<file path="config.mk">
export PLATFORM = sky130hd
export DESIGN_NAME = alu_src_ctrl
export DESIGN_NICKNAME = d
export VERILOG_FILES = /design/src/rtl/alu_src_ctrl.sv
export SDC_FILE = /design/constraint.sdc
export NUM_CORES = 1
export LEC_CHECK = 0
export BUFFER_PORTS_ARGS = -buffer_cell sky130_fd_sc_hd__buf_4
export CELL_PAD_IN_SITES_DETAIL_PLACEMENT = 0
export CELL_PAD_IN_SITES_GLOBAL_PLACEMENT = 2
export CORE_MARGIN = 3
export CORE_UTILIZATION = 19
export CTS_CLUSTER_SIZE = 25
export DETAILED_ROUTE_END_ITERATION = 10
export PLACE_DENSITY_LB_ADDON = 0.1
export SLEW_MARGIN = 20
export SYNTH_ARGS = -nofsm -noshare
export SYNTH_HDL_FRONTEND = slang
export SYNTH_SLANG_ARGS = --single-unit
</file>
<file path="constraint.sdc">
create_clock -name clk -period 1.3 [get_ports clk]
set_input_delay 0.13 -clock clk [delete_from_list [all_inputs] [get_ports clk]]
set_output_delay 0.13 -clock clk [all_outputs]
set_load 0.01 [all_outputs]
</file>
<file path="src/rtl/alu_src_ctrl.sv">
// Multicycle control sequencer for a MIPS subset (add/sub/and, addi, beq, bne).
// Drives ALU operand selects, ALUOp and the PC/IR/register-file strobes.
module alu_src_ctrl #(
    parameter int MEM_WAIT = 2
) (
    input  logic       clk,
    input  logic       reset,
    input  logic [5:0] opcode,
    input  logic [5:0] funct,
    input  logic       zero,
    input  logic       overflow,
    output logic       ALUSrcA,
    output logic [1:0] ALUSrcB,
    output logic [2:0] ALUOp,
    output logic [1:0] PCSource,
    output logic       PCWrite,
    output logic       IRWrite,
    output logic       MemRead,
    output logic       ALUOutWrite,
    output logic       RegWrite,
    output logic [1:0] RegDst,
    output logic [1:0] MemToReg,
    output logic       illegal,
    output logic       ovf_trap,
    output logic [3:0] state_dbg
);
    localparam int CW = (MEM_WAIT > 0) ? $clog2(MEM_WAIT + 1) : 1;

    typedef enum logic [3:0] {
        S_RST    = 4'd0,
        S_FETCH  = 4'd1,
        S_DECODE = 4'd2,
        S_EXEC_R = 4'd3,
        S_EXEC_I = 4'd4,
        S_WB     = 4'd5,
        S_BRANCH = 4'd6,
        S_TRAP   = 4'd7
    } state_t;

    localparam logic [2:0] OP_IDLE = 3'b000;
    localparam logic [2:0] OP_ADD  = 3'b001;
    localparam logic [2:0] OP_SUB  = 3'b010;
    localparam logic [2:0] OP_AND  = 3'b011;

    state_t        r_state, w_next;
    logic [CW-1:0] r_cnt, w_cnt_next;
    logic          r_ovf;
    logic          r_from_r;
    logic          w_fetch_done;

    assign w_fetch_done = (r_cnt == CW'(MEM_WAIT));

    always_ff @(posedge clk) begin
        if (reset) begin
            r_state  <= S_RST;
            r_cnt    <= '0;
            r_ovf    <= 1'b0;
            r_from_r <= 1'b0;
        end else begin
            r_state <= w_next;
            r_cnt   <= w_cnt_next;
            case (r_state)
                S_DECODE: r_ovf <= 1'b0;
                S_EXEC_R: begin
                    r_from_r <= 1'b1;
                    // 'and' cannot overflow, so any flag seen there is ignored
                    r_ovf    <= (funct == 6'h20 || funct == 6'h22) ? overflow : 1'b0;
                end
                S_EXEC_I: begin
                    r_from_r <= 1'b0;
                    r_ovf    <= overflow;
                end
                default: ;
            endcase
        end
    end

    always_comb begin
        w_next      = r_state;
        w_cnt_next  = '0;
        ALUSrcA     = 1'b0;
        ALUSrcB     = 2'b00;
        ALUOp       = OP_IDLE;
        PCSource    = 2'b00;
        PCWrite     = 1'b0;
        IRWrite     = 1'b0;
        MemRead     = 1'b0;
        ALUOutWrite = 1'b0;
        RegWrite    = 1'b0;
        RegDst      = 2'b00;
        MemToReg    = 2'b00;
        illegal     = 1'b0;
        ovf_trap    = 1'b0;
        state_dbg   = reset ? S_RST : r_state;
        if (!reset) begin
            case (r_state)
                S_RST: begin
                    RegWrite = 1'b1;
                    RegDst   = 2'b10;
                    MemToReg = 2'b10;
                    w_next   = S_FETCH;
                end
                S_FETCH: begin
                    MemRead = 1'b1;
                    ALUSrcB = 2'b01;
                    ALUOp   = OP_ADD;
                    if (w_fetch_done) begin
                        IRWrite = 1'b1;
                        PCWrite = 1'b1;
                        w_next  = S_DECODE;
                    end else begin
                        w_cnt_next = CW'(r_cnt + 1'b1);
                    end
                end
                S_DECODE: begin
                    ALUSrcB     = 2'b10;
                    ALUOp       = OP_ADD;
                    ALUOutWrite = 1'b1;
                    case (opcode)
                        6'h00:        w_next = S_EXEC_R;
                        6'h08:        w_next = S_EXEC_I;
                        6'h04, 6'h05: w_next = S_BRANCH;
                        default: begin
                            illegal = 1'b1;
                            w_next  = S_TRAP;
                        end
                    endcase
                end
                S_EXEC_R: begin
                    ALUSrcA     = 1'b1;
                    ALUOutWrite = 1'b1;
                    w_next      = S_WB;
                    case (funct)
                        6'h20: ALUOp = OP_ADD;
                        6'h22: ALUOp = OP_SUB;
                        6'h24: ALUOp = OP_AND;
                        default: begin
                            ALUOutWrite = 1'b0;
                            illegal     = 1'b1;
                            w_next      = S_TRAP;
                        end
                    endcase
                end
                S_EXEC_I: begin
                    ALUSrcA     = 1'b1;
                    ALUSrcB     = 2'b11;
                    ALUOp       = OP_ADD;
                    ALUOutWrite = 1'b1;
                    w_next      = S_WB;
                end
                S_WB: begin
                    RegDst   = r_from_r ? 2'b01 : 2'b00;
                    RegWrite = ~r_ovf;
                    ovf_trap = r_ovf;
                    w_next   = S_FETCH;
                end
                S_BRANCH: begin
                    ALUSrcA  = 1'b1;
                    ALUOp    = OP_SUB;
                    PCSource = 2'b01;
                    PCWrite  = (opcode == 6'h04) ? zero : ~zero;
                    w_next   = S_FETCH;
                end
                S_TRAP:  w_next = S_FETCH;
                default: w_next = S_RST;
            endcase
        end
    end
endmodule

</file>
==> impl_metrics.json, run 1 <==
{
  "ir_drop_v": 0.000342,
  "dieArea_sq_um": 4250,
  "grt_pass1_wl_um": 4020,
  "ys_ff_latch": 7,
  "place_congestion": 0.722,
  "initial_core_util": 0.208,
  "cp-start-kind": "input pin",
  "fin_crit_sh": 1.16,
  "cp-end-kind": "primary output",
  "skew_ns": 0.000809,
  "grt_pass1_vias": 882,
  "first_iter_violations": 16,
  "fin_crit_ns": 1.50,
  "clk_latency_ns": 0.25,
  "cp_common_cell": "buf_6",
  "syn_area_sq_um": 666,
  "synth_top_area_cell": "dfxtp_1",
  "die_x_um": 65.2,
  "cellLeakagePower_nw": 0.657,
  "firstDrtPassIters": 4,
  "drt-total-wl_um": 2550,
  "clock_sinks": 7,
  "p_per_area_nw_per_um2": 476,
  "setup_ws_ns": -0.205,
  "crit_chain": "buf_6 > or3_4 > or4_1 > a31o_1 > buf_6",
  "yosys.area.top_type_share": 0.211,
  "hold_viol": 0,
  "yosysUniqueCellTypes": 39,
  "share_comb_of_total_power": 0.416,
  "crit_arrival_ns": 1.37,
  "critical_path_class": "in -> out",
  "rsz0062_at_grt": "true",
  "antenna_found_initial": 0,
  "switchingPower_mw": 0.224,
  "drcViolationCount": 0,
  "ctsHoldBuffers": 0,
  "dp_hpwl_um": 1780,
  "seqPwrFrac": 0.312,
  "std_cell_rows": 20,
  "hp-class": "in -> reg",
  "fin_nets": 176,
  "ys_warn_count": 0,
  "portBuffers": 34,
  "grt_start_max_net_pins": 17,
  "ctsRootBufferMaster": "clkbuf_4",
  "final_core_util": 0.481,
  "fin_tns_setup_ns": -1.28,
  "pre_cts_ws_ns": -0.261,
  "power.clock.fraction": 0.273,
  "drive_gt1_frac": 0.728,
  "cts_inserted_buffers": 3,
  "htreeDepth": 1,
  "cts_tree": "yes",
  "clkSlewWorstSetupHoldPaths_ns": 0.05,
  "setup_viol": 14,
  "ys_top_cells_by_area": "dfxtp_1, nor2b_1, buf_4",
  "drv_cap": 0,
  "synth-seq-area-share": 0.211,
  "ant_nets": 0,
  "final_common_cell": "buf_4",
  "area_delta_synth_final_pct": 132,
  "drv_slew": 0,
  "critPathMaxStageDelay_ns": 0.47,
  "violations": "setup timing",
  "syn_area_per_cell_sq_um": 7.40,
  "route.vias.total": 887,
  "power.internal_mw": 0.510,
  "p_total_mw": 0.733,
  "coreArea_sq_um": 3200,
  "diodes": 0,
  "cts_buffer_depth": 2,
  "worst_ep_required_time_ns": 1.17,
  "track_usage": 0.117,
  "slowest_stage": "or4_1",
  "fmax_ghz": 0.665,
  "grt.overflow.total": 0,
  "fp.dieH_um": 65.2,
  "status": "complete, but fails checks",
  "routed_via_density": 4.39,
  "mostFrequentLayoutCells": "buf_4, buf_6, nor2b_1",
  "wl_per_cell_um": 12.6,
  "synth_cells": 90,
  "io_pins": 39,
  "p_sw_frac": 0.305,
  "crit_fanout": 2
}
==> cell type report <==
class	instances	area, sq um
Inverter	4	15.0
Clock buffer	4	26.3
Tap cell	44	55.1
Sequential cell	7	151
Fill cell	324	1660
Multi-Input combinational cell	72	658
Timing Repair Buffer	71	636
==> cell usage after synthesis <==
| library cell | count |
|---|---|
| nand3_1 | 1 |
| conb_1 | 1 |
| o211ai_1 | 1 |
| nand2b_1 | 5 |
| a221oi_1 | 1 |
| nor3_1 | 5 |
| nand4_1 | 1 |
| and3b_1 | 1 |
| inv_1 | 4 |
| xor2_1 | 2 |
| a311oi_1 | 2 |
| or3_4 | 1 |
| nand2_1 | 5 |
| or2_2 | 2 |
| buf_4 | 5 |
| clkbuf_1 | 5 |
| a31o_2 | 1 |
| nor2b_1 | 8 |
| dfxtp_1 | 7 |
| nor2_1 | 4 |
| nor4_1 | 1 |
| a21oi_1 | 4 |
| o21a_1 | 1 |
| o21ai_0 | 4 |
| nand3b_1 | 1 |
| or4_1 | 1 |
| nor4b_2 | 1 |
| a2111oi_0 | 1 |
| or3b_2 | 1 |
| o31ai_1 | 1 |
| o41ai_1 | 1 |
| a211oi_1 | 2 |
| and3_1 | 2 |
| a31oi_1 | 1 |
| a31o_1 | 1 |
| a21boi_0 | 1 |
| and4_1 | 2 |
| ha_1 | 1 |
| xnor2_1 | 1 |
==> routing by layer <==
metal	share of wire	GRT usage
met4	0.0063	0.0311
met5	0	0
met2	0.51	0.205
met3	0.049	0.0222
met1	0.44	0.147
==> cells by family (layout without fill, tap and decap cells) <==
logic type / count (synthesis) / in the layout / synth area share
compound gates: 22 / 22 / 0.229
buf+inv: 14 / 79 / 0.107
fa+ha+maj: 1 / 1 / 0.0188
flops: 7 / 7 / 0.211
other cells: 1 / 4 / 0.00563
xor+xnor: 3 / 3 / 0.0395
simple gates: 42 / 42 / 0.389
==> power by group through the flow <==
stage                     Combinational [mW]  Clock (mW)  Sequential [mW]
after global routing                   0.328       0.233            0.230
after detailed placement               0.209           0            0.235
after global placement                 0.207           0            0.235
final                                  0.305       0.200            0.229
after CTS                              0.267       0.213            0.229
after floorplan                       0.0983           0            0.232
==> through the flow <==
stage / std cells / hold WS (ns) / cell area, sq um
floorplan: 93 / 0.294 / 684
detailed placement: 187 / 0.408 / 1130
finish: 202 / 0.221 / 1540
global route: 202 / 0.219 / 1540
global placement: 187 / 0.406 / 1130
CTS: 196 / 0.214 / 1390
==> final timing paths <==
path,startpoint,end,slack (ns),cells after the start
min reg2reg,r_cnt[0],r_cnt[0],0.43,1
max reg2reg,r_state[1],r_cnt[1],0.04,8
max,opcode[1],PCWrite,-0.20,5
min,overflow,r_ovf,0.22,3
==> critical path, delay by kind of cell <==
family          cells  cell delay, ns
compound gates      1            0.20
buf+inv             2            0.21
simple gates        2            0.84
==> registers in the layout, indices dropped and copies added (netlist names) <==
register / cells
r_cnt: 2
r_from_r: 1
r_ovf: 1
r_state: 3
==> what timing repair did <==
action                                  CTS  global route
cloned                                    1             0
gates resized for setup                  50            26
endpoints found under the setup margin   18            20
pin swaps                                12            11
buffers inserted                          4             6
Power figures use the tool's default switching activity.
==> run 2: changes to the inputs <==
- TNS_END_PERCENT: not set -> 20
==> run 2 against run 1 <==
Net effect:
- the flow still finishes with violations (setup timing)
- highest routed layer unchanged
- critical endpoint unchanged
- design area down 15%
- worst setup slack better by 0.0071 ns
- register-to-register slack about the same
- core utilization fell by 7.2 points
- sequential power hardly changed
- cell count is 5.4% lower
- critical path depth is the same
- hold slack got worse by 0.016 ns
==> impl_metrics.json, run 2 (same netlist as run 1, synthesis figures left out) <==
{
  "p_sw_frac": 0.288,
  "dieArea_sq_um": 4250,
  "fp.dieH_um": 65.2,
  "top_regs": "r_state x3, r_cnt x2",
  "cp-end-kind": "primary output",
  "filler_cell_count": 357,
  "dp_hpwl_um": 1770,
  "final_core_util": 0.409,
  "worst_ep_required_time_ns": 1.17,
  "violations": "setup timing",
  "fin_cells": 191,
  "first_iter_violations": 11,
  "cellLeakagePower_nw": 0.582,
  "final_common_cell": "buf_4",
  "dp_cells": 185,
  "min_from": "reset",
  "ctsRootBufferMaster": "clkbuf_4",
  "critPathCapture": "PCWrite",
  "regArea_sq_um": 149,
  "crit_fanout": 2,
  "drt-total-wl_um": 2270,
  "cts_inserted_buffers": 3,
  "crit_arrival_ns": 1.37,
  "drv_slew": 0,
  "power.internal_mw": 0.480,
  "ir_drop_v": 0.000330,
  "largest_reg_flops": 3,
  "place_congestion": 0.741,
  "hp-class": "in -> reg",
  "rsz0062_at_grt": "true",
  "route.vias.total": 829,
  "grt_pass1_wl_um": 3660,
  "cts_tree": "yes",
  "skew_ns": 0.00842,
  "std_cell_rows": 20,
  "routed_via_density": 4.34,
  "drcViolationCount": 0,
  "wl_per_cell_um": 11.9,
  "r2r_cells": 3,
  "cp-start-kind": "input pin",
  "p_per_area_nw_per_um2": 515,
  "antenna_found_initial": 0,
  "initial_core_util": 0.208,
  "track_usage": 0.106,
  "fin_crit_ns": 1.50,
  "grt_pass1_vias": 834,
  "crit_start": "opcode[5]",
  "coreArea_sq_um": 3200,
  "regMostFlops": "r_state",
  "die_x_um": 65.2,
  "setup_ws_ns": -0.198,
  "area_delta_synth_final_pct": 96.8,
  "portBuffers": 34,
  "clk_latency_ns": 0.25,
  "fin_crit_sh": 1.15,
  "power.clock.fraction": 0.288,
  "seqPwrFrac": 0.339,
  "ant_nets": 0,
  "fmax_ghz": 0.668,
  "setup_viol": 12,
  "hold_slack_ns": 0.205,
  "cts_buffer_depth": 2,
  "status": "complete, but fails checks",
  "multi_input_area_sq_um": 566,
  "firstDrtPassIters": 4,
  "switchingPower_mw": 0.194,
  "share_comb_of_total_power": 0.373,
  "diodes": 0,
  "worstReg2RegStart": "r_state[2]",
  "clkSlewWorstSetupHoldPaths_ns": 0.06,
  "clock_sinks": 7,
  "r2r-end": "r_state[0]",
  "io_pins": 39,
  "regToRegSetupSlack_ns": 0.03,
  "fin_nets": 165,
  "mostFrequentLayoutCells": "buf_4, buf_6, nor2b_1",
  "grt.overflow.total": 0,
  "hold_viol": 0,
  "htreeDepth": 1,
  "drv_cap": 0,
  "critical_path_class": "in -> out",
  "drive_gt1_frac": 0.605,
  "grt_start_max_net_pins": 17
}
[run 2: cell types whose count changed in the layout (fill, tap and decap cells not counted), moves of 2 or more]
cell	previous run	this run
buf_6	28	13
buf_4	42	47
nor3_1	0	3
and4_1	0	2
and4_4	2	0
nand2_1	2	4
nand2_2	2	0
nor2_4	3	1
nor3_2	3	1
[run 2: worst min path at each step]
stage,end,slack [ns],cells after the start
after detailed placement,r_cnt[0],0.41,1
after floorplan,illegal,0.29,1
after global routing,r_state[1],0.22,2
after CTS,r_state[2],0.20,2
after global placement,r_cnt[0],0.41,1
final,r_state[1],0.21,2
[run 2: worst max-delay path, stage by stage]
cell and delay (ns):
buf_4 0.10, or3_4 0.35, or4_1 0.47, a31o_1 0.20
buf_6 0.12
[run 2: cell type report]
cell class / count / share of cell area
clock buffer: 4 / 0.0201
inverter: 4 / 0.0115
multi-input combinational: 72 / 0.432
sequential: 7 / 0.114
tap: 44 / 0.0420
timing repair buffer: 60 / 0.381
[run 2: power by group through the flow]
stage | Combinational [mW] | Clock [mW] | Sequential, mW
4_1_cts | 0.223 | 0.206 | 0.229
2_1_floorplan | 0.0978 | 0 | 0.232
5_1_grt | 0.274 | 0.220 | 0.230
6_report | 0.251 | 0.194 | 0.229
3_3_place_gp | 0.207 | 0 | 0.234
3_5_place_dp | 0.209 | 0 | 0.234
[run 2: metal layers]
layer,up-vias,global-route usage,part of all wire
met5,-,0,0
met4,0,0.0311,0.0044
met2,20,0.183,0.47
met3,2,0.0239,0.064
met1,373,0.129,0.46
li1,434,-,-
[run 2: metrics by stage]
| step | TNS (ns) | instance area, sq um | setup slack, ns | power, mW |
|---|---|---|---|---|
| after global placement | -0.671 | 1120 | -0.251 | 0.442 |
| after floorplan | -0.181 | 683 | -0.0561 | 0.330 |
| after global routing | -2.27 | 1310 | -0.215 | 0.725 |
| final | -1.19 | 1310 | -0.198 | 0.674 |
| after detailed placement | -0.594 | 1120 | -0.256 | 0.443 |
| after CTS | -1.72 | 1200 | -0.219 | 0.659 |
[run 2: what timing repair did]
action	in CTS	in global routing
hold buffers	0	0
resized for setup	18	23
gates cloned	0	0
buffers inserted	0	2
pin swaps	2	4
endpoints found under the setup margin	17	17
